## config.mk

```make
export PLATFORM = sky130hd
export DESIGN_NAME = booth_radix4_iter_mul
export DESIGN_NICKNAME = d
export VERILOG_FILES = /design/src/rtl/booth_pkg.sv /design/src/rtl/booth_pp_gen.sv /design/src/rtl/booth_radix4_iter_mul.sv
export SDC_FILE = /design/constraint.sdc
export NUM_CORES = 1
export LEC_CHECK = 0
export CORE_ASPECT_RATIO = 1.4
export CORE_MARGIN = 5
export CORE_UTILIZATION = 45
export DETAILED_ROUTE_END_ITERATION = 10
export PLACE_DENSITY = 0.69
export RECOVER_POWER = 25
export SYNTH_ARGS = -nofsm -noshare
export SYNTH_HDL_FRONTEND = slang
export SYNTH_SLANG_ARGS = --single-unit
```

## constraint.sdc

```tcl
create_clock -name clk_i -period 7.7 [get_ports clk_i]
set_input_delay 2.31 -clock clk_i [delete_from_list [all_inputs] [get_ports clk_i]]
set_output_delay 2.31 -clock clk_i [all_outputs]
set_load 0.05 [all_outputs]
```

## src/rtl/booth_pkg.sv

```systemverilog
// Shared definitions for the iterative radix-4 Booth multiplier.
package booth_pkg;

  // FSM state encodings
  localparam logic [1:0] StIdle = 2'd0;
  localparam logic [1:0] StBusy = 2'd1;
  localparam logic [1:0] StDone = 2'd2;

  // One-hot partial-product select; all-zero means a zero digit
  typedef struct packed {
    logic neg;
    logic pos;
    logic neg2;
    logic pos2;
  } booth_sel_t;

  localparam booth_sel_t SelZero = 4'b0000;
  localparam booth_sel_t SelNeg  = 4'b1000;
  localparam booth_sel_t SelPos  = 4'b0100;
  localparam booth_sel_t SelNeg2 = 4'b0010;
  localparam booth_sel_t SelPos2 = 4'b0001;

  // Number of Booth digits for an operand extended by two bits
  function automatic int unsigned calc_nd(input int unsigned width);
    return (width + 2) / 2;
  endfunction

  // Accumulation cycles needed to retire all digits
  function automatic int unsigned calc_iter(input int unsigned width, input int unsigned dpc);
    return (calc_nd(width) + dpc - 1) / dpc;
  endfunction

endpackage

```

## src/rtl/booth_pp_gen.sv

```systemverilog
// Radix-4 Booth digit decoder and partial-product generator.
// The negate carry is returned separately so the caller adds it at the digit LSB.
module booth_pp_gen
  import booth_pkg::*;
#(
  parameter int unsigned EW = 10
) (
  input  logic [2:0]    digit_i,
  input  logic [EW-1:0] x_i,
  output booth_sel_t    sel_o,
  output logic [EW:0]   pp_o,
  output logic          neg_o
);

  // Decode the 3-bit Booth digit into a one-hot select
  always_comb begin
    unique case (digit_i)
      3'b001, 3'b010: sel_o = SelPos;
      3'b011:         sel_o = SelPos2;
      3'b100:         sel_o = SelNeg2;
      3'b101, 3'b110: sel_o = SelNeg;
      default:        sel_o = SelZero;
    endcase
  end

  // Form +-X / +-2X at EW+1 bits; negative terms are one's complement here
  always_comb begin
    pp_o = '0;
    if (sel_o.pos) begin
      pp_o = {x_i[EW-1], x_i};
    end else if (sel_o.pos2) begin
      pp_o = {x_i, 1'b0};
    end else if (sel_o.neg) begin
      pp_o = ~{x_i[EW-1], x_i};
    end else if (sel_o.neg2) begin
      pp_o = ~{x_i, 1'b0};
    end
  end

  assign neg_o = sel_o.neg | sel_o.neg2;

endmodule

```

## src/rtl/booth_radix4_iter_mul.sv

```systemverilog
// Iterative radix-4 Booth multiplier with valid/ready handshakes on both sides.
// Retires DIGITS_PER_CYCLE Booth digits per clock into a 2*WIDTH+2 bit accumulator.
module booth_radix4_iter_mul
  import booth_pkg::*;
#(
  parameter int unsigned WIDTH            = 32,
  parameter int unsigned DIGITS_PER_CYCLE = 1
) (
  input  logic               clk_i,
  input  logic               rst_i,
  input  logic               flush_i,
  input  logic               in_valid_i,
  output logic               in_ready_o,
  input  logic               in_signed_i,
  input  logic [WIDTH-1:0]   in_a_i,
  input  logic [WIDTH-1:0]   in_b_i,
  output logic               out_valid_o,
  input  logic               out_ready_i,
  output logic [2*WIDTH-1:0] out_p_o
);

  localparam int unsigned EW   = WIDTH + 2;
  localparam int unsigned ND   = calc_nd(WIDTH);
  localparam int unsigned ITER = calc_iter(WIDTH, DIGITS_PER_CYCLE);
  localparam int unsigned AW   = 2 * WIDTH + 2;
  localparam int unsigned YW   = EW + 1;
  localparam int unsigned CW   = $clog2(ITER);
  // With two digits per cycle and an odd digit count the final slot has no real digit
  localparam bit OddTail = (DIGITS_PER_CYCLE == 2) && ((ND % 2) == 1);
  localparam logic [CW-1:0] LastCnt = CW'(ITER - 1);

  if ((WIDTH < 4) || ((WIDTH % 2) != 0)) begin : g_bad_width
    $error("booth_radix4_iter_mul: WIDTH must be even and >= 4");
  end
  if ((DIGITS_PER_CYCLE != 1) && (DIGITS_PER_CYCLE != 2)) begin : g_bad_dpc
    $error("booth_radix4_iter_mul: DIGITS_PER_CYCLE must be 1 or 2");
  end

  logic [1:0]         state_q, state_d;
  logic [EW-1:0]      x_q, x_d;
  // Multiplier with the implicit Y[-1]=0 appended; shifted right as digits retire
  logic [YW-1:0]      ys_q, ys_d;
  logic [CW-1:0]      cnt_q, cnt_d;
  logic [AW-1:0]      acc_q, acc_d, sum;
  logic [2*WIDTH-1:0] out_p_q, out_p_d;
  logic               out_valid_q, out_valid_d;
  logic               last_cycle;
  logic               sign_a, sign_b;

  booth_sel_t         sel [DIGITS_PER_CYCLE];
  logic [EW:0]        pp  [DIGITS_PER_CYCLE];
  logic               neg [DIGITS_PER_CYCLE];

  assign last_cycle = (cnt_q == LastCnt);
  assign sign_a     = in_signed_i & in_a_i[WIDTH-1];
  assign sign_b     = in_signed_i & in_b_i[WIDTH-1];

  for (genvar k = 0; k < DIGITS_PER_CYCLE; k++) begin : g_pp
    logic [2:0] digit;
    if (OddTail && (k == DIGITS_PER_CYCLE - 1)) begin : g_tail
      assign digit = last_cycle ? 3'b000 : ys_q[2*k+2:2*k];
    end else begin : g_plain
      assign digit = ys_q[2*k+2:2*k];
    end

    booth_pp_gen #(
      .EW (EW)
    ) u_pp_gen (
      .digit_i (digit),
      .x_i     (x_q),
      .sel_o   (sel[k]),
      .pp_o    (pp[k]),
      .neg_o   (neg[k])
    );
  end

  // Add this cycle's partial products, each weighted by 4^j for its digit index j
  always_comb begin
    logic [AW-1:0] term;
    int unsigned   sh;
    sum  = acc_q;
    term = '0;
    sh   = 0;
    for (int k = 0; k < DIGITS_PER_CYCLE; k++) begin
      sh = 2 * (32'(cnt_q) * DIGITS_PER_CYCLE + 32'(k));
      if (|sel[k]) begin
        term = {{(AW-EW-1){pp[k][EW]}}, pp[k]} + AW'(neg[k]);
        sum  = sum + (term << sh);
      end
    end
  end

  // FSM, operand capture, accumulation and output handshake
  always_comb begin
    state_d     = state_q;
    x_d         = x_q;
    ys_d        = ys_q;
    cnt_d       = cnt_q;
    acc_d       = acc_q;
    out_p_d     = out_p_q;
    out_valid_d = out_valid_q;
    if (flush_i) begin
      state_d     = StIdle;
      cnt_d       = '0;
      acc_d       = '0;
      out_p_d     = '0;
      out_valid_d = 1'b0;
    end else begin
      case (state_q)
        StIdle: begin
          if (in_valid_i) begin
            x_d     = {{2{sign_a}}, in_a_i};
            ys_d    = {{2{sign_b}}, in_b_i, 1'b0};
            acc_d   = '0;
            cnt_d   = '0;
            state_d = StBusy;
          end
        end
        StBusy: begin
          acc_d = sum;
          ys_d  = ys_q >> (2 * DIGITS_PER_CYCLE);
          cnt_d = cnt_q + CW'(1);
          if (last_cycle) begin
            out_p_d     = sum[2*WIDTH-1:0];
            out_valid_d = 1'b1;
            state_d     = StDone;
          end
        end
        StDone: begin
          if (out_ready_i) begin
            out_valid_d = 1'b0;
            state_d     = StIdle;
          end
        end
        default: state_d = StIdle;
      endcase
    end
  end

  // State registers with asynchronous reset
  always_ff @(posedge clk_i or posedge rst_i) begin
    if (rst_i) begin
      state_q     <= StIdle;
      x_q         <= '0;
      ys_q        <= '0;
      cnt_q       <= '0;
      acc_q       <= '0;
      out_p_q     <= '0;
      out_valid_q <= 1'b0;
    end else begin
      state_q     <= state_d;
      x_q         <= x_d;
      ys_q        <= ys_d;
      cnt_q       <= cnt_d;
      acc_q       <= acc_d;
      out_p_q     <= out_p_d;
      out_valid_q <= out_valid_d;
    end
  end

  assign in_ready_o  = (state_q == StIdle);
  assign out_valid_o = out_valid_q;
  assign out_p_o     = out_p_q;

endmodule

```

==> metrics.txt, run 1 <==
drt pass-1 iters=5; vias per inst=6.09; layout net count=2356; Crit. Startpoint=ys_q[0]; Pwr per Cell Area=342 nW/um2; cts bufs inserted=23; commonest non-fill, non-tap cell in the layout=nand2_1; Syn Inst Count=2141; Area contributors post-synth=dfrtp_1, nand2_1, ha_1; Yosys cell types=96; post-synthesis register bit count=203; WHS=0.474 ns; Starting Density=45.5%; DIE WIDTH=175 um; failing checks=max-capacitance violations, max-slew violations; Site Rows=84; first-pass GRT wire length=88.5 mm; peak supply drop=0.208 mV; P&R area growth vs syn=15.8%; IO buf count=135; Setup crit end kind=flop; core area=37500 um2; Iter 0 DRT Violations=1218; Synth Warn #=0; total global-route track usage=26.0%; Hold Vio Cnt, Final=0; Post-synth EDFFs=0; WHS Endpoint=out_p_o[62]; largest net degree at the start of global routing=75; clock period minus final worst setup slack=7.29 ns; worst slew pin tran=3.01 ns; Final Non-Filler Cells=2696; # fillers=3626; Hold Buf Count CTS=0; clock sinks=203; max cap viols=3; largest area contributor in the netlist=dfrtp_1; CTS tree=built; Worst Skew=0.0153 ns; final count of pins violating max slew=127; gr ovfl total=0; share of the synthesized area in the top cell type=29.7%; Worst path max stage delay=0.54 ns; initial antenna violation count=1; CP bufs+invs=2; Worst Slack Setup Final=0.409 ns; WL final=56.7 mm; die area=42000 um2; vias in the first global route=15900; Reg-to-Reg Start=ys_q[0]; GP Congestion=0.990; prevailing post-synth register cell=dfrtp_1; register area share after synthesis=29.7%; DP Wirelength=43.1 mm; critical path's top delay family=compound AO/OA/AOI/OAI gates; Die Span Y=241 um; flop2flop setup slack=0.41 ns; CTS Buffer Depth=3; critical path arrival=7.75 ns; syn avg cell area=7.98 um2; Tot Pwr=6.77 mW; WP data required=8.16 ns; type of the tightest min-delay check=reg -> reg; status=finished with violations; RSZ-0062 raised after global routing=false; leakage power=9.01 nW; Fin Setup TNS=0 ns; drt wl/cell=21.0 um; hold depth=1; crit path kind=reg -> reg; placed cells=2655; dpl ws=0.211 ns; worst-skew pair later-pin latency=0.55 ns; Post-Syn Area=17100 um2; reg-to-reg endpoint=acc_q[63]; FFs w/ async S/R, synth=100%; fmax=137 MHz; Hold Path Origin=out_p_o[62]; Clock Tree Root=clkbuf_16; diode count=0; Crit Path Max Fanout=10; DRC errors left=0; via count=16400; most frequent cells in the layout=nand2_1, dfrtp_1, nor2_1; share of cells above drive strength 1=9.00%; normalized max-slew margin=-101%; cells on worst reg2reg path=27; setup violators final=0; Final ANT Viol Nets=0; I/O pins=136; CTS H-tree depth=1; crit start category=flop; Final period util=94.7%; Clock transition at path regs=0.06 ns; Critical Path Stages=27; syn nets=2289; slowest cell on the critical path=o21ai_0
## power by group
group	total [mW]	switching, mW	internal [mW]
sequential	1.42	0.193	1.23
clock	1.15	0.457	0.691
combinational	4.20	2.58	1.62
total	6.77	3.23	3.54
## registers in the layout, summed over array words and instances, names as in the netlist
register,count
ys_q,34
x_q,33
out_p_o,64
state_q,2
cnt_q,5
out_valid_o,1
acc_q,64
## worst reg2reg max path: stages (launching register included)
cell	delay, ns
dfrtp_1	0.48
or2_2	0.28
a21oi_1	0.09
a311oi_1	0.24
ha_1	0.31
ha_1	0.27
o221ai_2	0.15
or3_1	0.46
or4_1	0.51
xnor2_1	0.27
mux2_2	0.21
a21oi_1	0.10
o21ai_0	0.55
o32ai_1	0.21
buf_4	0.20
ha_1	0.30
a21oi_1	0.25
o21ai_0	0.13
a31oi_1	0.18
o221ai_1	0.21
a2111oi_1	0.39
buf_4	0.20
nor2_1	0.06
a211oi_1	0.37
o21a_1	0.23
o21ai_1	0.09
a2111o_1	0.42
o211ai_2	0.07
## timing repair
item / CTS / global route
buffers inserted: 0 / 1
setup endpoints to repair: 0 / 17
gates resized for setup: 0 / 13
## cell families after synthesis
| group | synth area share [%] |
|---|---|
| simple gates | 21.2 |
| flops | 29.7 |
| mux | 4.94 |
| xor+xnor | 6.29 |
| compound gates | 27.4 |
| buf+inv | 4.64 |
| fa+ha+maj | 5.76 |
## metrics by stage
step           utilization [%]  instance area [um2]
3_3_place_gp              50.5                19000
5_1_grt                   52.7                19800
2_1_floorplan                -                17100
3_5_place_dp              50.5                19000
6_report                  52.7                19800
4_1_cts                   52.6                19700
## cells in the mapped netlist, types with 9 or more instances
master	instances
a211oi_1	19
nor4_1	10
a221oi_1	19
xnor2_1	62
inv_1	25
nor2_1	187
clkbuf_1	124
o211ai_1	11
nand3b_1	11
a22oi_1	16
o21bai_1	11
and3_1	14
mux2_2	22
a31oi_1	52
a22o_1	48
nand3_1	47
nand4_1	13
a32oi_1	14
or2_2	12
o21a_1	13
nand2_1	370
ha_1	77
nor3_1	19
o31ai_1	13
buf_1	19
o22ai_1	19
or3_1	9
o21ai_0	151
xor2_1	57
dfrtp_1	203
buf_2	15
a21o_1	73
a21oi_1	138
and3b_1	9
and2_1	19
mux2i_1	37
nor3b_1	11
mux4_2	10
## final cells by class
type / instances / area, um2 / share of cell area [%]
Inverter: 27 / 103 / 0.519
Multi-Input combinational cell: 1744 / 11300 / 57.2
Sequential cell: 203 / 5080 / 25.7
Clock inverter: 8 / 135 / 0.683
Tap cell: 473 / 592 / 2.99
Clock buffer: 32 / 649 / 3.28
Timing Repair Buffer: 209 / 1910 / 9.65
## routing by layer
layer  share of wire (%)  up-vias  track usage (%)
li1                    -     7927                -
met1                  40     7906             31.2
met2                  51      437             47.1
met3                 3.7      136             2.48
met4                 5.3        2             12.6
met5               0.023        -                0
## how the worst max path moves through the flow
stage	slack, ns	end
after detailed placement	0.21	out_p_o[62]
after global placement	0.29	out_p_o[62]
after floorplan	0.17	acc_q[63]
final	0.41	acc_q[63]
after CTS	0.17	out_p_o[62]
after global routing	0.009	acc_q[63]
Power figures use the tool's default switching activity.
==> inputs of run 2 (changes only) <==
--- a/config.mk
+++ b/config.mk
@@ -5,12 +5,14 @@
 export SDC_FILE = /design/constraint.sdc
 export NUM_CORES = 1
 export LEC_CHECK = 0
+export ABC_CLOCK_PERIOD_IN_PS = 7700
 export CORE_ASPECT_RATIO = 1.4
 export CORE_MARGIN = 5
 export CORE_UTILIZATION = 45
 export DETAILED_ROUTE_END_ITERATION = 10
 export PLACE_DENSITY = 0.69
 export RECOVER_POWER = 25
+export REMOVE_ABC_BUFFERS = 1
 export SYNTH_ARGS = -nofsm -noshare
 export SYNTH_HDL_FRONTEND = slang
 export SYNTH_SLANG_ARGS = --single-unit
==> metrics.txt, run 2 (synthesis gave the netlist of run 1 again) <==
Clock Tree Root=clkbuf_16; WL final=55.0 mm; final count of pins violating max slew=104; worst-skew pair later-pin latency=0.54 ns; Worst Slack Setup Final=0.349 ns; RSZ-0062 raised after global routing=false; Crit. Startpoint=ys_q[2]; normalized max-slew margin=-167%; crit path kind=reg -> reg; P&R area growth vs syn=14.5%; CTS tree=built; final instance area=19600 um2; status=finished with violations; diode count=0; cells on worst reg2reg path=24; Pwr per Cell Area=335 nW/um2; crit start category=flop; DIE WIDTH=175 um; via count=16400; Starting Density=45.5%; die area=42000 um2; area post-placement=18900 um2; clock sinks=203; Hold Vio Cnt, Final=0; share of cells above drive strength 1=8.03%; WHS=0.474 ns; cts bufs inserted=22; reg-to-reg endpoint=out_p_o[60]; setup violators final=0; critical path arrival=7.83 ns; fmax=136 MHz; CP cell instances=or3b_1, buf_4, o221ai_4, o2111ai_4, nor2_2, xnor2_1, mux2i_1, mux2_2, o21ai_0, nor2_1, a21oi_1, nor2_1, ha_1, nand3_1, nor2_1, or2_2, a2111oi_0, a211oi_1, a21oi_1, o22ai_1, a31o_2, or4_1, a31oi_1, a21o_1; Worst path max stage delay=0.59 ns; max cap viols=1; Reg-to-Reg Start=ys_q[2]; GP Congestion=0.966; type of the tightest min-delay check=reg -> reg; DRC errors left=0; CTS Buffer Depth=3; critical path endpoint=out_p_o[60]; clock period minus final worst setup slack=7.35 ns; leakage power=8.88 nW; initial antenna violation count=0; Setup Buffers After CTS=0; Final period util=95.5%; Worst Skew=0.0157 ns; peak supply drop=0.199 mV; worst slew pin tran=4.00 ns; Iter 0 DRT Violations=1293; most frequent cells in the layout=nand2_1, dfrtp_1, nor2_1; layout net count=2338; core area=37500 um2; # fillers=3627; CTS H-tree depth=1; Clock transition at path regs=0.06 ns; Site Rows=84; largest net degree at the start of global routing=105; dpl ws=0.411 ns; Crit Path Max Fanout=22; Final ANT Viol Nets=0; first-pass GRT wire length=87.6 mm; drt wl/cell=20.6 um; Die Span Y=241 um; Tot Pwr=6.56 mW; vias per inst=6.15; I/O pins=136; vias in the first global route=15900; commonest non-fill, non-tap cell in the layout=nand2_1; gr ovfl total=0; failing checks=max-capacitance violations, max-slew violations; WP data required=8.18 ns; Critical Path Most Common Cell=nor2_1; total global-route track usage=25.4%; DP Wirelength=41.1 mm; Hold Buf Count CTS=0; slowest cell on the critical path=o21ai_0; Setup crit end kind=flop; flop2flop setup slack=0.35 ns; IO buf count=135; drt pass-1 iters=6
[run 2: cell count changes in the layout (fill, tap and decap cells not counted), sizes merged]
cell,previous run,this run
clkinvlp,3,1
clkdlybuf4s50,133,132
buf,71,55
bufinv,3,0
clkinv,3,2
dlygate4sd3,2,3
clkbuf,35,37
[run 2: layer usage]
layer | global-route usage [%] | vias to the layer above | routed length, um
met3 | 2.19 | 124 | 2290
met1 | 31.0 | 7965 | 22300
met4 | 11.6 | 0 | 2780
li1 | - | 7889 | -
met5 | 0 | - | 0
met2 | 45.9 | 469 | 27700
[run 2: power by group]
| group | switching, mW | internal, mW | total [mW] |
|---|---|---|---|
| Sequential | 0.191 | 1.23 | 1.42 |
| Clock | 0.443 | 0.600 | 1.04 |
| Combinational | 2.51 | 1.58 | 4.10 |
[run 2: through the flow]
step           std cells  TNS (ns)  util (%)
2_1_floorplan       1974    -36.78         -
3_3_place_gp        2639         0      50.3
3_5_place_dp        2639         0      50.3
4_1_cts             2676         0      52.1
5_1_grt             2676         0      52.1
6_report            2676         0      52.1
[run 2: timing repair]
action	4_1_cts	5_1_grt
resized for setup	0	3
hold endpoints to repair	0	0
endpoints found under the setup margin	0	13
[run 2: worst min-delay path by stage]
stage / from / to / slack [ns] / depth (start not counted)
after floorplan: ys_q[33] / ys_q[33] / 0.45 / 2
after global placement: out_p_o[55] / out_p_o[55] / 0.46 / 2
after detailed placement: out_p_o[60] / out_p_o[60] / 0.47 / 1
after CTS: out_p_o[60] / out_p_o[60] / 0.48 / 1
after global routing: out_p_o[60] / out_p_o[60] / 0.50 / 1
final: out_p_o[60] / out_p_o[60] / 0.47 / 1
[run 2: critical path, delay by kind of cell, from the launching register on]
kind,cells,cell delay (ns)
AOI/OAI and AO/OA,11,3.48
xor gates and xnor gates,1,0.23
adders and majority gates,1,0.36
buffers and inverters,1,0.24
DFF,1,0.57
muxes,2,0.51
and+or+nand+nor,8,1.91
[run 2: final cells by class]
class	instances	area, um2	area share [%]
Tap cell	473	592	3.03
Clock buffer	35	681	3.48
Timing Repair Buffer	192	1810	9.25
Multi-Input combinational cell	1744	11300	57.7
Clock inverter	2	12.5	0.0640
Sequential cell	203	5080	26.0
Inverter	27	101	0.518
==> inputs of run 3 (changes only) <==
--- a/config.mk
+++ b/config.mk
@@ -5,12 +5,14 @@
 export SDC_FILE = /design/constraint.sdc
 export NUM_CORES = 1
 export LEC_CHECK = 0
-export ABC_CLOCK_PERIOD_IN_PS = 7700
+export ABC_CLOCK_PERIOD_IN_PS = 8100
 export CORE_ASPECT_RATIO = 1.4
 export CORE_MARGIN = 5
 export CORE_UTILIZATION = 45
+export CTS_CLUSTER_DIAMETER = 150
+export CTS_CLUSTER_SIZE = 8
 export DETAILED_ROUTE_END_ITERATION = 10
-export PLACE_DENSITY = 0.69
+export PLACE_DENSITY = 0.66
 export RECOVER_POWER = 25
 export REMOVE_ABC_BUFFERS = 1
 export SYNTH_ARGS = -nofsm -noshare
==> constraint.sdc (replaced) <==
create_clock -name clk_i -period 8.1 [get_ports clk_i]
set_input_delay 2.43 -clock clk_i [delete_from_list [all_inputs] [get_ports clk_i]]
set_output_delay 2.43 -clock clk_i [all_outputs]
set_load 0.05 [all_outputs]
==> metrics.txt, run 3 (synthesis gave the netlist of run 1 again) <==
status=finished with violations; failing checks=max-capacitance violations, max-slew violations; dpl ws=0.574 ns; initial antenna violation count=0; Setup Buffers After CTS=0; vias per inst=6.16; core area=37500 um2; WHS=0.472 ns; worst slew pin tran=4.08 ns; gr ovfl total=0; Iter 0 DRT Violations=1066; IO buf count=135; Starting Density=45.5%; RSZ-0062 raised after global routing=false; Final Non-Filler Cells=2665; final count of pins violating max slew=105; Reg-to-Reg Start=ys_q[2]; via count=16400; CP bufs+invs=3; GP Congestion=1.07; flop2flop setup slack=0.51 ns; Clock Tree Root=clkbuf_16; worst-skew pair later-pin latency=0.57 ns; Worst path max stage delay=0.70 ns; Tot Pwr=6.28 mW; Site Rows=84; first-pass GRT wire length=88.7 mm; placed cells=2632; Critical Path Most Common Cell=buf_4; Crit. Startpoint=ys_q[2]; DIE WIDTH=175 um; # fillers=3693; share of cells above drive strength 1=7.67%; die area=42000 um2; Hold Vio Cnt, Final=0; WP data required=8.59 ns; Pwr per Cell Area=321 nW/um2; layout net count=2338; hold depth=2; max cap viols=1; clock sinks=203; slowest cell on the critical path=o21ai_0; WL final=55.9 mm; reg-to-reg endpoint=out_p_o[48]; Die Span Y=241 um; Setup crit end kind=flop; Final period util=93.7%; critical path arrival=8.08 ns; crit path kind=reg -> reg; fmax=132 MHz; final core occ=52.1%; clock period minus final worst setup slack=7.59 ns; drt wl/cell=21.0 um; vias in the first global route=16200; most frequent cells in the layout=nand2_1, dfrtp_1, nor2_1; P&R area growth vs syn=14.5%; critical path's top delay family=compound AO/OA/AOI/OAI gates; peak supply drop=0.163 mV; drt pass-1 iters=6; normalized max-slew margin=-172%; Worst Skew=0.0121 ns; DP Wirelength=42.0 mm; cts bufs inserted=29; CTS tree=built; Hold Path Origin=out_p_o[31]; Worst Slack Setup Final=0.508 ns; commonest non-fill, non-tap cell in the layout=nand2_1; I/O pins=136; largest net degree at the start of global routing=106; DRC errors left=0; crit start category=flop; cells on worst reg2reg path=25; CTS H-tree depth=1; leakage power=8.87 nW; Clock transition at path regs=0.06 ns; WHS Endpoint=out_p_o[31]; setup violators final=0; Crit Path Max Fanout=25; total global-route track usage=25.8%; Final ANT Viol Nets=0; type of the tightest min-delay check=reg -> reg; CTS Buffer Depth=3
[run 3: how the worst max path moves through the flow]
stage,to,slack [ns],depth (start not counted)
3_3_place_gp,acc_q[63],0.63,26
6_report,out_p_o[48],0.51,25
5_1_grt,out_p_o[57],0.01,26
2_1_floorplan,acc_q[63],-0.18,23
3_5_place_dp,out_p_o[48],0.57,26
4_1_cts,out_p_o[48],0.56,26
[run 3: layer usage]
metal	GRT usage (%)	vias up	wire, um
met5	0	-	0
met4	14.2	0	3300
met3	2.54	178	2400
met2	46.0	521	27700
met1	30.7	7860	22500
li1	-	7868	-
[run 3: tightest hold or removal path, stage by stage, from the launching register on]
cell and delay, ns:
dfrtp_1 0.33, nand2_1 0.04, o21ai_0 0.06
[run 3: final cells by class]
| type | count | area, um2 | share of cell area [%] |
|---|---|---|---|
| Multi-Input combinational cell | 1744 | 11300 | 57.6 |
| Sequential cell | 203 | 5080 | 26.0 |
| Timing Repair Buffer | 185 | 1750 | 8.95 |
| Clock buffer | 30 | 729 | 3.73 |
| Tap cell | 473 | 592 | 3.03 |
| Inverter | 27 | 101 | 0.518 |
| Clock inverter | 2 | 27.5 | 0.141 |
| Antenna cell | 1 | 2.50 | 0.0128 |
[run 3: power breakdown]
part           internal, mW  total, mW  leakage [nW]  switching (mW)
sequential             1.17       1.35          2.67           0.185
clock                 0.628       1.07         0.368           0.438
combinational          1.47       3.86          5.83            2.39
total                  3.27       6.28          8.87            3.01
[run 3: timing repair]
action | 4_1_cts | 5_1_grt
hold buffers | 0 | 0
resized for setup | 0 | 2
endpoints found under the setup margin | 0 | 6
[run 3: through the flow]
step	setup TNS, ns	area [um2]
after global routing	0	19600
final	0	19600
after global placement	0	18800
after detailed placement	0	18800
after floorplan	-0.345	16400
after CTS	0	19600
